**src/rtl/tictactoe_pkg.sv**
```systemverilog
// Shared types and constants for the tic-tac-toe game sequencer.
// Cell encoding, FSM state encoding, screen geometry of the 3x3 grid,
// the eight winning-line masks and a few small lookup helpers.
package tictactoe_pkg;

  typedef enum logic [1:0] {
    EMPTY = 2'b00,
    X     = 2'b01,
    O     = 2'b10
  } cell_t;

  typedef enum logic [1:0] {
    ST_TURN  = 2'd0,
    ST_CHECK = 2'd1,
    ST_WIN   = 2'd2,
    ST_DRAW  = 2'd3
  } state_t;

  // Result codes shown to the renderer
  localparam logic [1:0] RES_NONE = 2'b00;
  localparam logic [1:0] RES_X    = 2'b01;
  localparam logic [1:0] RES_O    = 2'b10;
  localparam logic [1:0] RES_DRAW = 2'b11;

  // Grid edges on a 640x480 screen; element k is the left/top edge of column/row k,
  // element 3 closes the last cell.
  localparam logic [3:0][15:0] COL_EDGE = {16'd640, 16'd426, 16'd213, 16'd0};
  localparam logic [3:0][9:0]  ROW_EDGE = {10'd480, 10'd320, 10'd160, 10'd0};

  // Winning lines as 9-bit cell masks (bit i = cell i, row-major):
  // rows 0..2, columns 0..2, main diagonal, anti-diagonal.
  localparam logic [7:0][8:0] WIN_LINES = {
    9'b001_010_100,  // cells 2,4,6
    9'b100_010_001,  // cells 0,4,8
    9'b100_100_100,  // column 2
    9'b010_010_010,  // column 1
    9'b001_001_001,  // column 0
    9'b111_000_000,  // row 2
    9'b000_111_000,  // row 1
    9'b000_000_111   // row 0
  };

  // Row of a cell index 0..8
  function automatic logic [1:0] cellRow(input logic [3:0] idx);
    if (idx >= 4'd6) return 2'd2;
    else if (idx >= 4'd3) return 2'd1;
    else return 2'd0;
  endfunction

  // Column of a cell index 0..8
  function automatic logic [1:0] cellCol(input logic [3:0] idx);
    case (idx)
      4'd1, 4'd4, 4'd7: return 2'd1;
      4'd2, 4'd5, 4'd8: return 2'd2;
      default:          return 2'd0;
    endcase
  endfunction

  // Mark placed by the player whose turn it is (turnIsO = low bit of who)
  function automatic logic [1:0] markOf(input logic turnIsO);
    return turnIsO ? 2'(O) : 2'(X);
  endfunction

endpackage

```
**src/rtl/tictactoe_win_check.sv**
```systemverilog
// Combinational board evaluator: flags completed lines for each player,
// builds the union mask of all completed lines and reports a full board.
module tictactoe_win_check
  import tictactoe_pkg::*;
(
  input  logic [17:0] board,
  output logic [8:0]  line_mask,
  output logic        x_win,
  output logic        o_win,
  output logic        full
);

  logic [8:0] cellX;
  logic [8:0] cellO;
  logic [7:0] lineX;
  logic [7:0] lineO;

  genvar gi;
  generate
    for (gi = 0; gi < 9; gi++) begin : gCell
      assign cellX[gi] = (board[2*gi +: 2] == X);
      assign cellO[gi] = (board[2*gi +: 2] == O);
    end
    for (gi = 0; gi < 8; gi++) begin : gLine
      assign lineX[gi] = ((cellX & WIN_LINES[gi]) == WIN_LINES[gi]);
      assign lineO[gi] = ((cellO & WIN_LINES[gi]) == WIN_LINES[gi]);
    end
  endgenerate

  // Union of every completed line, so double wins light all their cells
  always_comb begin
    line_mask = '0;
    for (int i = 0; i < 8; i++) begin
      if (lineX[i] || lineO[i]) line_mask = line_mask | WIN_LINES[i];
    end
  end

  assign x_win = |lineX;
  assign o_win = |lineO;
  assign full  = &(cellX | cellO);

endmodule

```
**src/rtl/tictactoe_game_fsm.sv**
```systemverilog
// Tic-tac-toe game sequencer: board, cursor and turn ownership, win/draw
// detection and the selected-square rectangle for the VGA renderer.
// Optional feature: define TURN_TIMER_EN to enable the per-turn time limit
// with auto-placement after TURN_CYCLES idle cycles.
module tictactoe_game_fsm
  import tictactoe_pkg::*;
#(
  parameter int unsigned TURN_CYCLES  = 250_000_000,
  parameter bit          FIRST_PLAYER = 1'b0
) (
  input  logic        clk,
  input  logic        rst,
  input  logic        move_pulse,
  input  logic        select_pulse,
  input  logic        restart_pulse,
  output logic [17:0] board,
  output logic [1:0]  who,
  output logic [3:0]  cursor,
  output logic [15:0] selected_square_startX,
  output logic [15:0] selected_square_endX,
  output logic [9:0]  selected_square_startY,
  output logic [9:0]  selected_square_endY,
  output logic [8:0]  winner_play,
  output logic        game_over,
  output logic [1:0]  result
);

  localparam logic [1:0] S_TURN  = ST_TURN;
  localparam logic [1:0] S_CHECK = ST_CHECK;
  localparam logic [1:0] S_WIN   = ST_WIN;
  localparam logic [1:0] S_DRAW  = ST_DRAW;

  logic [1:0]  stateReg;
  logic [1:0]  stateNext;
  logic [17:0] boardNext;
  logic [1:0]  whoNext;
  logic [3:0]  cursorNext;
  logic [8:0]  winnerNext;
  logic        gameOverNext;
  logic [1:0]  resultNext;

  logic [8:0]  lineMask;
  logic        xWin;
  logic        oWin;
  logic        boardFull;

  logic [1:0]  cursorCell;
  logic        cursorEmpty;
  logic [3:0]  firstEmpty;
  logic        timerExpired;
  logic        doPlace;
  logic [3:0]  placeIdx;
  logic [1:0]  cursorRow;
  logic [1:0]  cursorCol;

  tictactoe_win_check uWinCheck (
    .board     (board),
    .line_mask (lineMask),
    .x_win     (xWin),
    .o_win     (oWin),
    .full      (boardFull)
  );

  // Contents of the cell under the cursor and lowest-index empty cell
  always_comb begin
    cursorCell = EMPTY;
    firstEmpty = '0;
    for (int i = 0; i < 9; i++) begin
      if (cursor == 4'(i)) cursorCell = board[2*i +: 2];
    end
    for (int i = 8; i >= 0; i--) begin
      if (board[2*i +: 2] == EMPTY) firstEmpty = 4'(i);
    end
  end

  assign cursorEmpty = (cursorCell == EMPTY);

`ifdef TURN_TIMER_EN
  localparam int TIMER_W = (TURN_CYCLES > 1) ? $clog2(TURN_CYCLES) : 1;
  logic [TIMER_W-1:0] timerReg;

  assign timerExpired = (stateReg == S_TURN) && (timerReg == TIMER_W'(TURN_CYCLES - 1));

  // Turn timer: counts only while waiting in S_TURN, held at zero elsewhere so
  // every entry into S_TURN starts a fresh turn
  always_ff @(posedge clk or posedge rst) begin
    if (rst) begin
      timerReg <= '0;
    end else if (restart_pulse || stateReg != S_TURN || doPlace) begin
      timerReg <= '0;
    end else begin
      timerReg <= timerReg + 1'b1;
    end
  end
`else
  logic unusedTurnCycles;
  assign unusedTurnCycles = ^TURN_CYCLES;
  assign timerExpired     = 1'b0;
`endif

  // Placement decision: a valid select places at the cursor; otherwise an
  // expired turn places at the cursor if free, else at the lowest empty cell
  always_comb begin
    doPlace  = 1'b0;
    placeIdx = cursor;
    if (stateReg == S_TURN) begin
      if (select_pulse && cursorEmpty) begin
        doPlace = 1'b1;
      end else if (timerExpired) begin
        doPlace  = 1'b1;
        placeIdx = cursorEmpty ? cursor : firstEmpty;
      end
    end
  end

  // Next-state and output-register logic; restart overrides everything
  always_comb begin
    stateNext    = stateReg;
    boardNext    = board;
    whoNext      = who;
    cursorNext   = cursor;
    winnerNext   = winner_play;
    gameOverNext = game_over;
    resultNext   = result;
    if (restart_pulse) begin
      stateNext    = S_TURN;
      boardNext    = '0;
      whoNext      = {1'b0, FIRST_PLAYER};
      cursorNext   = '0;
      winnerNext   = '0;
      gameOverNext = 1'b0;
      resultNext   = RES_NONE;
    end else begin
      case (stateReg)
        S_TURN: begin
          if (doPlace) begin
            for (int i = 0; i < 9; i++) begin
              if (placeIdx == 4'(i)) boardNext[2*i +: 2] = markOf(who[0]);
            end
            stateNext = S_CHECK;
          end else if (move_pulse) begin
            cursorNext = (cursor == 4'd8) ? 4'd0 : cursor + 4'd1;
          end
        end
        S_CHECK: begin
          if (xWin || oWin) begin
            winnerNext   = lineMask;
            resultNext   = who[0] ? RES_O : RES_X;
            gameOverNext = 1'b1;
            stateNext    = S_WIN;
          end else if (boardFull) begin
            resultNext   = RES_DRAW;
            gameOverNext = 1'b1;
            stateNext    = S_DRAW;
          end else begin
            whoNext   = {1'b0, ~who[0]};
            stateNext = S_TURN;
          end
        end
        default: begin
          // S_WIN / S_DRAW: everything frozen until restart
        end
      endcase
    end
  end

  // Game state registers
  always_ff @(posedge clk or posedge rst) begin
    if (rst) begin
      stateReg    <= S_TURN;
      board       <= '0;
      who         <= {1'b0, FIRST_PLAYER};
      cursor      <= '0;
      winner_play <= '0;
      game_over   <= 1'b0;
      result      <= RES_NONE;
    end else begin
      stateReg    <= stateNext;
      board       <= boardNext;
      who         <= whoNext;
      cursor      <= cursorNext;
      winner_play <= winnerNext;
      game_over   <= gameOverNext;
      result      <= resultNext;
    end
  end

  assign cursorRow = cellRow(cursor);
  assign cursorCol = cellCol(cursor);

  // Selected-square rectangle, registered from the cursor register
  always_ff @(posedge clk or posedge rst) begin
    if (rst) begin
      selected_square_startX <= COL_EDGE[0];
      selected_square_endX   <= COL_EDGE[1];
      selected_square_startY <= ROW_EDGE[0];
      selected_square_endY   <= ROW_EDGE[1];
    end else begin
      selected_square_startX <= COL_EDGE[cursorCol];
      selected_square_endX   <= COL_EDGE[cursorCol + 2'd1];
      selected_square_startY <= ROW_EDGE[cursorRow];
      selected_square_endY   <= ROW_EDGE[cursorRow + 2'd1];
    end
  end

endmodule

```
**config.mk**
```make
export PLATFORM = sky130hd
export DESIGN_NAME = tictactoe_game_fsm
export DESIGN_NICKNAME = d
export VERILOG_FILES = /design/src/rtl/tictactoe_pkg.sv /design/src/rtl/tictactoe_win_check.sv /design/src/rtl/tictactoe_game_fsm.sv
export SDC_FILE = /design/constraint.sdc
export NUM_CORES = 1
export LEC_CHECK = 0
export ABC_AREA = 1
export ABC_CLOCK_PERIOD_IN_PS = 2700
export CORE_UTILIZATION = 48
export DETAILED_ROUTE_END_ITERATION = 8
export PLACE_DENSITY_LB_ADDON = 0.05
export SYNTH_ARGS = -nofsm -noshare
export SYNTH_HDL_FRONTEND = slang
export SYNTH_SLANG_ARGS = --single-unit
```
**constraint.sdc**
```tcl
create_clock -name clk -period 2.7 [get_ports clk]
set_input_delay 0.27 -clock clk [delete_from_list [all_inputs] [get_ports clk]]
set_output_delay 0.27 -clock clk [all_outputs]
set_load 0.01 [all_outputs]
```
==> results of run 1 <==
==> synthesized netlist by cell type (4+ instances only) <==
library cell	count	share of area [%]
nor3_1	4	0.65
o31ai_1	5	1.2
nand4_1	13	2.7
o21ai_0	16	2.6
ha_1	22	9.0
nor2_1	20	2.4
buf_4	43	11
nand2_1	70	8.6
a31oi_1	4	0.82
a21oi_1	10	1.6
dfrtp_1	44	36
nor2_2	6	1.2
nand3_1	54	8.8
inv_1	44	5.4
clkbuf_1	4	0.49
==> sequential cells by signal, summed over array words and instances, names as in the netlist <==
register,cells
board,18
winner_play,9
cursor,4
selected_square_startX,4
result,2
selected_square_endX,2
selected_square_endY,2
selected_square_startY,2
stateReg,2
game_over,1
who,1
==> path summary, 6_finish.rpt <==
| path | start | to | slack, ns | cells after the start |
|---|---|---|---|---|
| max reg2reg | cursor[1] | cursor[3] | 0.44 | 17 |
| max | cursor[1] | cursor[3] | 0.44 | 17 |
| min in group clk | winner_play[6] | winner_play[6] | 0.49 | 2 |
| min reg2reg | winner_play[6] | winner_play[6] | 0.49 | 2 |
| min | rst | game_over | 0.43 | 3 |
| max in group asynchronous | rst | selected_square_startX[6] | 1.88 | 3 |
==> cell type report <==
class	instances	area, sq um
clock buffer	6	82.6
clock inverter	2	35.0
sequential	47	1180
timing repair buffer	70	693
multi-input combinational	264	1430
inverter	49	184
fill	549	2320
tap	75	93.8
==> power breakdown <==
part           switching (W)  leakage, nW  internal [W]
sequential         0.0000357        0.631      0.000733
clock               0.000239       0.0612      0.000300
combinational       0.000208         1.10      0.000135
==> per-stage QoR <==
stage               instance area (sq um)  worst slack [ns]  hold WS, ns
global route                         3700            0.0570        0.505
finish                               3700             0.445        0.432
detailed placement                   3580             0.482        0.477
CTS                                  3700             0.454        0.449
global placement                     3580             0.493        0.468
floorplan                            3160             0.747        0.518
==> cell families (layout without fill, tap and decap cells) <==
kind of cell / count (synthesis) / in the layout / share of synthesized area (%)
AND/OR/NAND/NOR: 176 / 176 / 27.1
buffers and inverters: 99 / 127 / 17.7
flip-flops: 47 / 47 / 38.5
AO/OA/AOI/OAI: 41 / 41 / 7.63
adder cells (fa/ha/maj): 22 / 22 / 8.98
other: 1 / 25 / 0.122
==> worst max-delay path, stage by stage (launching register included) <==
cell and delay (ns):
dfrtp_1 0.48, inv_1 0.14, ha_1 0.17, inv_1 0.06
nor2_1 0.21, nand2_1 0.08, nand3_1 0.07, nand2_1 0.05
nand2_1 0.06, nand2_1 0.06, nand2_1 0.06, nand2_1 0.06
nand2_2 0.09, nand2_4 0.11, nand2_2 0.11, nand2_1 0.14
nand3_1 0.11, o21ai_1 0.07
==> layer usage <==
layer  routed length [um]  part of all wire [%]
met5                    0                     0
met4                  160                   2.2
met3                  405                   5.7
met2                 3350                    47
met1                 3220                    45
==> run summary, run 1 <==
status - finished, final reports clean
gr ovfl total - 0
clk_skew - 0.00834 ns
busiest grt layer - met2
clock-pin slew on the worst setup and hold paths - 0.09 ns
post-CTS sizing - 0
Crit Path Category - flip-flop to flip-flop
Yosys cell types - 33
# clock sinks - 47
fraction of registers with async set/reset - 100%
GP Congestion - 0.893
sequential area share after synthesis - 38.5%
Final setup violation count - 0
Root Buffer - clkbuf_8
crit end category - flip-flop
FP Rows - 28
total core area - 6030 sq um
detailed-route DRC error count - 0
number of synthesized flops with an enable pin - 0
CTS buffer count - 5
Worst Setup Start Kind - flip-flop
M2 GR Usage - 34.1%
RSZ-0062 raised after global routing - false
die height - 81.9 um
hold_buf cts - 0
TritonCTS clock tree - built
Slew @ Worst Pin - 0.584 ns
H-tree depth - 2
Routed Antenna Nets - 0
vias in the first global route - 2358
CP arrival - 2.45 ns
routed wire length - 7140 um
max-slew violations - 0
hpwl dp - 5430 um
VDD IR max - 0.284 mV
min cycle time layout - 2.26 ns
Buffers on Ports - 67
fin util - 61.4%
initial antenna violation count - 0
Finished Layout Cells - 513
DR vias - 2656
Power Dens Cells - 446 nW/um^2
critical path required time - 2.89 ns
GRT met3 Usage - 4.67%
largest net degree at the start of global routing - 48
most common cell after layout, fill and taps aside - nand2_1
power consumption - 0.00165 W
post-synthesis cell count - 386
max cap viols - 0
max_slew headroom - 61.1%
P&R area growth vs syn - 20.7%
HP Class - input port to async pin
Cell Area, Synth - 3070 sq um
worst skew pair latency - 0.30 ns
CP Max Fanout - 10
fin crit share - 83.5%
Pleak - 1.79 nW
Inst Count DP - 505
final net count - 464
Setup TNS Final - 0 ns
f_max - 0.443 GHz
met1 usage - 30.7%
commonest non-fill, non-tap cells in the layout - nand2_1, clkdlybuf4s50_1, nand3_1, dfrtp_1, inv_1
Synth Register Bits - 47
total setup buffers inserted after CTS - 0
final hold violations - 0
vias per cell - 5.18
layout cells sized above 1 - 7.31%
1st-iter DRT viols - 161
first-pass GRT wire length - 11400 um
Initial Utilization - 50.9%
drt pass-1 iters - 5
Avg Cell Area, Syn - 7.94 sq um
Yosys warnings - 0
chip width - 81.9 um
IO Pins - 93
Clock Path Buffers - 2
Tot GR Track Use - 22.6%
wire length per cell - 13.9 um
diode count - 0
die area - 6710 sq um
top_reg_cell synth - dfrtp_1
Power figures use the tool's default switching activity.
==> run 2: changes to the inputs <==
ABC_CLOCK_PERIOD_IN_PS = 2200   (was 2700)
clock period = 2.2 ns   (was 2.7 ns; I/O delays follow)
==> run summary, run 2 (synthesis results as in run 1) <==
status - finished, final reports clean (unchanged)
Final setup violation count - 0 (unchanged)
Root Buffer - clkbuf_8 (unchanged)
final net count - 472 (was 464)
max_slew headroom - 52.5% (was 61.1%)
# clock sinks - 47 (unchanged)
clk_skew - 0.0116 ns (was 0.00834 ns)
critical path required time - 2.39 ns (was 2.89 ns)
vias per cell - 5.05 (was 5.18)
Power Dens Cells - 512 nW/um^2 (was 446 nW/um^2)
Inst Count DP - 508 (was 505)
GP Congestion - 0.970 (was 0.893)
clock power share - 28.4% (was 32.7%)
RSZ-0062 raised after global routing - true (was false)
CTS buffer count - 5 (unchanged)
Worst R2R Path Depth - 16 (was 17)
DR vias - 2632 (was 2656)
wire length per cell - 14.2 um (was 13.9 um)
Clock Path Buffers - 2 (unchanged)
most common cell after layout, fill and taps aside - nand2_1 (unchanged)
IO Pins - 93 (unchanged)
drt pass-1 iters - 4 (was 5)
NetSw - 0.000610 W (was 0.000483 W)
FP Rows - 28 (unchanged)
Pleak - 1.84 nW (was 1.79 nW)
commonest non-fill, non-tap cells in the layout - nand2_1, clkdlybuf4s50_1, nand3_1, inv_1, dfrtp_1 (was nand2_1, clkdlybuf4s50_1, nand3_1, dfrtp_1, inv_1)
fill count - 543 (was 549)
largest net degree at the start of global routing - 27 (was 48)
reg2reg start - cursor[1] (unchanged)
H-tree depth - 2 (unchanged)
f_max - 0.494 GHz (was 0.443 GHz)
hpwl dp - 5720 um (was 5430 um)
vias in the first global route - 2440 (was 2358)
R2R Path End - board[16] (was cursor[3])
layout cells sized above 1 - 10.8% (was 7.31%)
Comb pwr share - 23.3% (was 20.8%)
P&R area growth vs syn - 24.3% (was 20.7%)
fin util - 63.2% (was 61.4%)
largest register by flop count - board (unchanged)
Pint - 0.00134 W (was 0.00117 W)
Initial Utilization - 50.9% (unchanged)
max-slew violations - 0 (unchanged)
HP Class - input port to async pin (unchanged)
TritonCTS clock tree - built (unchanged)
chip width - 81.9 um (unchanged)
R2R setup slack - 0.18 ns (was 0.44 ns)
Top Registers - board x18, winner_play x9 (unchanged)
crit end category - flip-flop (unchanged)
die height - 81.9 um (unchanged)
worst setup path startpoint - cursor[1] (unchanged)
1st-iter DRT viols - 115 (was 161)
Tot GR Track Use - 23.4% (was 22.6%)
Crit Path Category - flip-flop to flip-flop (unchanged)
fin crit share - 92.0% (was 83.5%)
placed inst area - 3630 sq um (was 3580 sq um)
diode count - 0 (unchanged)
die area - 6710 sq um (unchanged)
CP Max Fanout - 10 (unchanged)
initial antenna violation count - 0 (unchanged)
first-pass GRT wire length - 11800 um (was 11400 um)
final instance area - 3810 sq um (was 3700 sq um)
power consumption - 0.00195 W (was 0.00165 W)
VDD IR max - 0.276 mV (was 0.284 mV)
detailed-route DRC error count - 0 (unchanged)
min cycle time layout - 2.02 ns (was 2.26 ns)
total core area - 6030 sq um (unchanged)
Finished Layout Cells - 521 (was 513)
CP arrival - 2.22 ns (was 2.45 ns)
sequential power share - 48.3% (was 46.6%)
gr ovfl total - 0 (unchanged)
Setup TNS Final - 0 ns (unchanged)
max cap viols - 0 (unchanged)
clock-pin slew on the worst setup and hold paths - 0.09 ns (about the same)
worst skew pair latency - 0.31 ns (was 0.30 ns)
Routed Antenna Nets - 0 (unchanged)
Worst Setup Start Kind - flip-flop (unchanged)
Buffers on Ports - 67 (unchanged)
hold_buf cts - 0 (unchanged)
final hold violations - 0 (unchanged)
Sw Share - 31.3% (was 29.3%)
max reg flops - 18 (unchanged)
routed wire length - 7420 um (was 7140 um)
Slew @ Worst Pin - 0.711 ns (was 0.584 ns)
[run 2: cell count changes in the layout (fill, tap and decap cells not counted), moves of 2 or more]
cell	delta
buf_4	+6
dfrtp_2	+2
nor2_4	+2
buf_12	+2
nand2_4	+3
nor2_1	-3
dfrtp_1	-2
nand2_1	-2
[run 2: per-layer routing]
| metal | wire length (um) | GRT usage (%) | part of all wire, % |
|---|---|---|---|
| met4 | 134 | 8.42 | 1.8 |
| met5 | 0 | 0 | 0 |
| met2 | 3460 | 37.6 | 47 |
| met3 | 412 | 4.33 | 5.6 |
| met1 | 3410 | 31.3 | 46 |
[run 2: timing repair]
action,4_1_cts,5_1_grt
resized for setup,0,15
endpoints found under the setup margin,0,34
setup buffers,0,5
[run 2: through the flow]
| stage | setup WS (ns) | hold WS, ns |
|---|---|---|
| 2_1_floorplan | 0.247 | 0.518 |
| 3_3_place_gp | 0.0491 | 0.469 |
| 3_5_place_dp | 0.0446 | 0.477 |
| 4_1_cts | 0.0163 | 0.278 |
| 5_1_grt | -0.0114 | 0.319 |
| 6_report | 0.176 | 0.258 |
[run 2: power by group through the flow]
stage / clock network [W] / logic (W) / registers, W
4_1_cts: 0.000560 / 0.000432 / 0.000944
6_report: 0.000554 / 0.000455 / 0.000943
5_1_grt: 0.000589 / 0.000503 / 0.000949
3_5_place_dp: 0 / 0.000431 / 0.000960
3_3_place_gp: 0 / 0.000427 / 0.000958
2_1_floorplan: 0 / 0.000295 / 0.000966
[run 2: worst max path at each step]
stage                           to  slack [ns]
global placement         cursor[1]        0.05
floorplan           winner_play[8]        0.25
finish                   board[16]        0.18
CTS                      cursor[1]        0.02
global route             board[16]       -0.01
detailed placement       cursor[1]        0.04
[run 2: worst max-delay path, stage by stage (launching register included)]
cell and delay, ns:
dfrtp_2 0.42, buf_4 0.14, ha_1 0.20, nand2_1 0.16, o21ai_0 0.10, inv_1 0.05, nand2_1 0.05, nand2_1 0.05
nand2_1 0.04, nand2_1 0.06, nand2_2 0.06, nand2_4 0.15, nand3_4 0.12, nand2_4 0.12, nand2_1 0.07, nand2_1 0.06
nand2_1 0.05
[run 2: layout make-up]
class | instances | area (sq um) | share of cell area (%)
Timing Repair Buffer | 78 | 778 | 20.4
Multi-Input combinational cell | 264 | 1480 | 38.8
Clock buffer | 7 | 86.3 | 2.27
Sequential cell | 47 | 1180 | 31.0
Inverter | 49 | 186 | 4.89
Clock inverter | 1 | 5.00 | 0.131
Tap cell | 75 | 93.8 | 2.46
